$ cat config.mk
export PLATFORM = sky130hd
export DESIGN_NAME = kbd_typeahead
export DESIGN_NICKNAME = d
export VERILOG_FILES = /design/src/rtl/apple1_pkg.sv /design/src/rtl/sync_fifo.sv /design/src/rtl/kbd_typeahead.sv
export SDC_FILE = /design/constraint.sdc
export NUM_CORES = 1
export LEC_CHECK = 0
export ABC_AREA = 1
export ABC_CLOCK_PERIOD_IN_PS = 2400
export CAP_MARGIN = 20
export CORE_ASPECT_RATIO = 0.8
export CORE_UTILIZATION = 60
export CTS_CLUSTER_DIAMETER = 200
export DETAILED_ROUTE_END_ITERATION = 8
export PLACE_DENSITY = 0.8
export SYNTH_ARGS = -nofsm -noshare
export SYNTH_HDL_FRONTEND = slang
export SYNTH_SLANG_ARGS = --single-unit
$ cat constraint.sdc
create_clock -name sys_clock -period 2.4 [get_ports sys_clock]
set_input_delay 0.48 -clock sys_clock [delete_from_list [all_inputs] [get_ports sys_clock]]
set_output_delay 0.48 -clock sys_clock [all_outputs]
set_load 0.05 [all_outputs]
$ cat src/rtl/apple1_pkg.sv
// Shared Apple-1 constants used by the keyboard type-ahead port.
package apple1_pkg;
  localparam int KBD_ADDR_BIT    = 0;
  localparam int KBDCR_READY_BIT = 7;
  localparam int KBD_FIFO_DEPTH  = 16;
  localparam int KBD_ASCII_W     = 7;
endpackage

$ cat src/rtl/sync_fifo.sv
// Single-clock circular FIFO with same-cycle push/pop and a level flush.
module sync_fifo #(
  parameter int DEPTH = 16,
  parameter int WIDTH = 7
) (
  input  logic             clk,
  input  logic             rst,
  input  logic             push,
  input  logic             pop,
  input  logic             flush,
  input  logic [WIDTH-1:0] wdata,
  output logic [WIDTH-1:0] rdata,
  output logic             full,
  output logic             empty
);
  localparam int AW = $clog2(DEPTH);
  localparam logic [AW:0] DEPTH_C = (AW+1)'(DEPTH);

  logic [WIDTH-1:0] mem_q [DEPTH];
  logic [AW-1:0]    rd_ptr_q, rd_ptr_d;
  logic [AW-1:0]    wr_ptr_q, wr_ptr_d;
  logic [AW:0]      count_q, count_d;
  logic             pop_ok, push_ok;

  assign empty = (count_q == '0);
  assign full  = (count_q == DEPTH_C);
  assign rdata = mem_q[rd_ptr_q];

  // A pop in the same cycle frees the slot, so a push into a full FIFO is accepted.
  assign pop_ok  = pop && !empty;
  assign push_ok = push && (!full || pop_ok);

  always_comb begin
    rd_ptr_d = rd_ptr_q;
    wr_ptr_d = wr_ptr_q;
    count_d  = count_q;
    if (flush) begin
      rd_ptr_d = '0;
      wr_ptr_d = '0;
      count_d  = '0;
    end else begin
      if (push_ok) wr_ptr_d = wr_ptr_q + AW'(1);
      if (pop_ok)  rd_ptr_d = rd_ptr_q + AW'(1);
      case ({push_ok, pop_ok})
        2'b10:   count_d = count_q + (AW+1)'(1);
        2'b01:   count_d = count_q - (AW+1)'(1);
        default: count_d = count_q;
      endcase
    end
  end

  always_ff @(posedge clk) begin
    if (rst) begin
      rd_ptr_q <= '0;
      wr_ptr_q <= '0;
      count_q  <= '0;
    end else begin
      rd_ptr_q <= rd_ptr_d;
      wr_ptr_q <= wr_ptr_d;
      count_q  <= count_d;
    end
  end

  always_ff @(posedge clk) begin
    if (push_ok && !flush && !rst) mem_q[wr_ptr_q] <= wdata;
  end
endmodule

$ cat src/rtl/kbd_typeahead.sv
// Apple-1 keyboard PIA (KBD/KBDCR) backed by a type-ahead FIFO of decoded ASCII keys.
module kbd_typeahead
  import apple1_pkg::*;
#(
  parameter int DEPTH = KBD_FIFO_DEPTH
) (
  input  logic       sys_clock,
  input  logic       reset,
  input  logic       cpu_clken,
  input  logic       cs,
  input  logic       address,
  input  logic       we,
  input  logic [7:0] din,
  output logic [7:0] dout,
  input  logic       key_valid,
  input  logic [6:0] key_ascii,
  input  logic       flush,
  output logic       key_ready,
  output logic       overflow
);
  logic [7:0] dout_q, dout_d;
  logic       overflow_q, overflow_d;
  logic [5:0] cr_q, cr_d;
  logic [6:0] last_key_q, last_key_d;

  logic       fifo_full, fifo_empty;
  logic [6:0] fifo_rdata;
  logic       rd_en, wr_en, pop_req, drop;
  logic       unused_din;

  assign unused_din = ^din[7:6];

  assign rd_en   = cpu_clken && cs && !we;
  assign wr_en   = cpu_clken && cs && we;
  assign pop_req = rd_en && (address == 1'(KBD_ADDR_BIT));
  assign drop    = key_valid && fifo_full && !pop_req;

  sync_fifo #(
    .DEPTH (DEPTH),
    .WIDTH (KBD_ASCII_W)
  ) u_fifo (
    .clk   (sys_clock),
    .rst   (reset),
    .push  (key_valid),
    .pop   (pop_req),
    .flush (flush),
    .wdata (key_ascii),
    .rdata (fifo_rdata),
    .full  (fifo_full),
    .empty (fifo_empty)
  );

  always_comb begin
    dout_d     = dout_q;
    overflow_d = overflow_q;
    cr_d       = cr_q;
    last_key_d = last_key_q;

    if (rd_en) begin
      if (address == 1'(KBD_ADDR_BIT)) begin
        dout_d = {1'b1, fifo_empty ? last_key_q : fifo_rdata};
      end else begin
        dout_d                  = {1'b0, overflow_q, cr_q};
        dout_d[KBDCR_READY_BIT] = ~fifo_empty;
      end
    end

    if (pop_req && !fifo_empty && !flush) last_key_d = fifo_rdata;

    if (wr_en && address != 1'(KBD_ADDR_BIT)) cr_d = din[5:0];

    // A drop in the same cycle as a KBDCR read must leave overflow set.
    if (flush)                                      overflow_d = 1'b0;
    else if (drop)                                  overflow_d = 1'b1;
    else if (rd_en && address != 1'(KBD_ADDR_BIT))  overflow_d = 1'b0;
  end

  always_ff @(posedge sys_clock) begin
    if (reset) begin
      dout_q     <= 8'h00;
      overflow_q <= 1'b0;
      cr_q       <= 6'h00;
      last_key_q <= 7'h00;
    end else begin
      dout_q     <= dout_d;
      overflow_q <= overflow_d;
      cr_q       <= cr_d;
      last_key_q <= last_key_d;
    end
  end

  assign dout      = dout_q;
  assign overflow  = overflow_q;
  assign key_ready = ~fifo_empty;
endmodule

==> impl_metrics.yaml <==
critical_path:
  crit_fanout: 9
  endpoint_kind: "flip-flop"
  rrSetupSlack_ps: 580
  endpoint: "u_fifo.rd_ptr_q[3]"
  worstReg2RegEnd: "u_fifo.count_q[4]"
  cp_slowest_cell: "clkdlybuf4s50_1"
  critPathArrivalTime_ps: 2430
  critPathRequiredTime_ps: 2740
  reg2reg_depth: 11
  cpPeakStageDelay_ps: 510
  path_cells: "clkdlybuf4s50_1, nand3_2, nor2_4, inv_4, buf_4, nor2_8, inv_2, nor4_1, o21ai_0, a21oi_1"
  crit_start: "cs"
  critPathLaunchType: "input pin"
  criticalPathCategory: "in2reg"
  r2r-start: "u_fifo.count_q[2]"
global_route:
  gr-total-overflow: 0
  antenna_found_initial: 0
  globalRouteTotalUtil_pct: 27.3
  grt_pass1_wl_um: 22200
  grt_max_degree: 113
  first_global_vias: 4399
routing:
  antenna_left: 0
  drtIter0Drc: 412
  wl_per_cell_um: 17.4
  wl_um: 14200
  post_drt_via_cell_ratio: 5.59
  drt-pass1-iter-count: 5
  route.detailed.drc: 0
  vias: 4570
power:
  power_leakage_nw: 2.89
  power_density_nw_per_um2: 774
  p_sw_share_pct: 20.5
  pwr-share-clk_pct: 48.1
  internal_power_mw: 4.70
  ir_drop_mv: 0.593
  pwr-share-comb_pct: 4.1
  p_switching_mw: 1.22
  seqPwrFrac_pct: 47.8
  power.total_mw: 5.91
layout:
  fin_nets: 693
  antenna_cells: 0
  final_util_pct: 74.1
  final_area_um2: 7650
  area_delta_synth_final_pct: 19.3
  fillers: 691
  drive_above_1_share_pct: 11.2
die:
  core_area_um2: 10300
  fp.dieW_um: 118
  die-area_um2: 11100
  io_pins: 33
  row_count: 33
  fp.dieH_um: 94.5
  start_util_pct: 62.1
synthesis:
  yosysWarnings: 0
  seq_area_frac_synth_pct: 64.6
  syn_avg_cell_area_um2: 10.4
  synth_top_area_share_pct: 52.5
  postSynthCellCount: 614
  synth_area_um2: 6410
  ys_seq_elements: 151
  ys_top_cells_by_area: "edfxtp_1, dfxtp_1, inv_1"
  yosysTopAreaCell: "edfxtp_1"
  ys_types: 32
  syn-num-nets: 643
placement:
  gp_congestion: 0.810
  hpwl_um: 8710
  post_dp_cell_area_um2: 7000
  port_buffers: 30
timing:
  drv_slew: 0
  fin_crit_ps: 2090
  clock_skew_ps: 5.83
  setup_viol: 0
  finalSetupTns_ps: 0
  max_slew_margin_pct: 51.1
  hold_violations: 0
  clock.fmax_mhz: 478
  worst_slew_pin_slew_ps: 731
  period_share_pct: 87.2
  hold_slack_ps: 465
  grt_setup_unrepaired: "false"
clock_tree:
  ctsLongestPathBuffers: 2
  cts.htree.levels: 4
  cts_buffers: 17
  postCtsHoldBufs: 0
  clock_latency_ps: 430
  clk_pin_slew_ps: 60
  cts-root-buf: "clkbuf_16"
  cts_sinks: 151
  cts_tree: "done"
min_path:
  hold_path.class: "reg2reg"
  min_from: "cr_q[0]"
run_status:
  status: "finished, final reports clean"
flow_run:
  cap_viol_max_count: 0
[worst max-delay path, delay by kind of cell]
kind	cells	cell delay, ps
buf+inv	4	810
simple gates	4	790
compound gates	2	330
[cell families (layout without fill, tap and decap cells)]
family                   count (synthesis)  in the layout  synth area share, %
adder cells (fa/ha/maj)                  6              6                 1.17
XOR/XNOR                                 2              2                0.273
buffers and inverters                  132            195                 8.10
flip-flops                             151            151                 64.6
AO/OA/AOI/OAI                          158            158                 13.9
AND/OR/NAND/NOR                        165            165                 11.9
[repair_timing]
action / CTS / global route
resized for setup: 0 / 1
buffers inserted: 0 / 0
setup endpoints to repair: 0 / 1
[final cells by class]
cell class | instances | area [um^2] | share of cell area, %
sequential | 151 | 4150 | 54.2
clock buffer | 22 | 539 | 7.05
inverter | 105 | 397 | 5.19
tap | 140 | 175 | 2.29
multi-input combinational | 331 | 1750 | 22.9
timing repair buffer | 58 | 538 | 7.04
clock inverter | 10 | 104 | 1.36
[power groups by stage]
stage / sequential [mW] / combinational (mW) / clock (mW)
after floorplan: 2.89 / 0.114 / 0
after global routing: 2.83 / 0.264 / 2.97
after global placement: 2.88 / 0.230 / 0
final: 2.83 / 0.243 / 2.84
after detailed placement: 2.88 / 0.238 / 0
after CTS: 2.83 / 0.242 / 2.86
[state kept, by name, indices dropped and copies added (netlist names), named ones only]
register	count
cr_q	6
dout	8
last_key_q	7
overflow	1
u_fifo.count_q	5
u_fifo.mem_q	112
u_fifo.rd_ptr_q	4
u_fifo.wr_ptr_q	4
[cells in the mapped netlist (all sizes together)]
master	count
edfxtp	112
inv	105
nand2	75
a21oi	66
nand3	56
o21ai	56
dfxtp	39
o211ai	28
nor2	27
buf	16
clkbuf	11
a22oi	7
ha	6
nand4	4
a221oi	1
nor3	1
nor4	1
or2	1
xnor2	1
xor2	1
[cell usage in the layout, fill, tap and decap left out, drive strengths merged]
cell and count:
or2 1, ha 6, nor2 27, bufinv 2
inv 109, a21oi 66, edfxtp 112, nor4 1
nor3 1, clkdlybuf4s50 29, nand2 75, buf 28
clkbuf 22, o211ai 28, nand4 4, dlymetal6s2s 1
a22oi 7, xnor2 1, dfxtp 39, clkinv 4
o21ai 56, a221oi 1, xor2 1, nand3 56
[routing by layer]
metal / part of all wire (%) / global-route usage [%] / vias to the layer above / wire length (um)
li1: - / - / 2216 / -
met1: 44 / 35.3 / 2180 / 6300
met2: 48 / 44.8 / 144 / 6760
met3: 5.7 / 6.10 / 30 / 815
met4: 2.4 / 12.3 / 0 / 337
met5: 0 / 0 / - / 0
[metrics by stage]
stage / std cells / setup WS (ps)
2_1_floorplan: 614 / 468
3_3_place_gp: 785 / 50.5
3_5_place_dp: 785 / 7.55
4_1_cts: 817 / 44.3
5_1_grt: 817 / 246
6_report: 817 / 307
[how the worst min path moves through the flow]
stage / end / depth (start not counted)
2_1_floorplan: flip-flop / 1
3_3_place_gp: u_fifo.rd_ptr_q[3] / 1
3_5_place_dp: u_fifo.rd_ptr_q[3] / 1
4_1_cts: flip-flop / 1
5_1_grt: flip-flop / 1
6_report: cr_q[0] / 2
No activity file was read; power rests on OpenSTA's default activity.
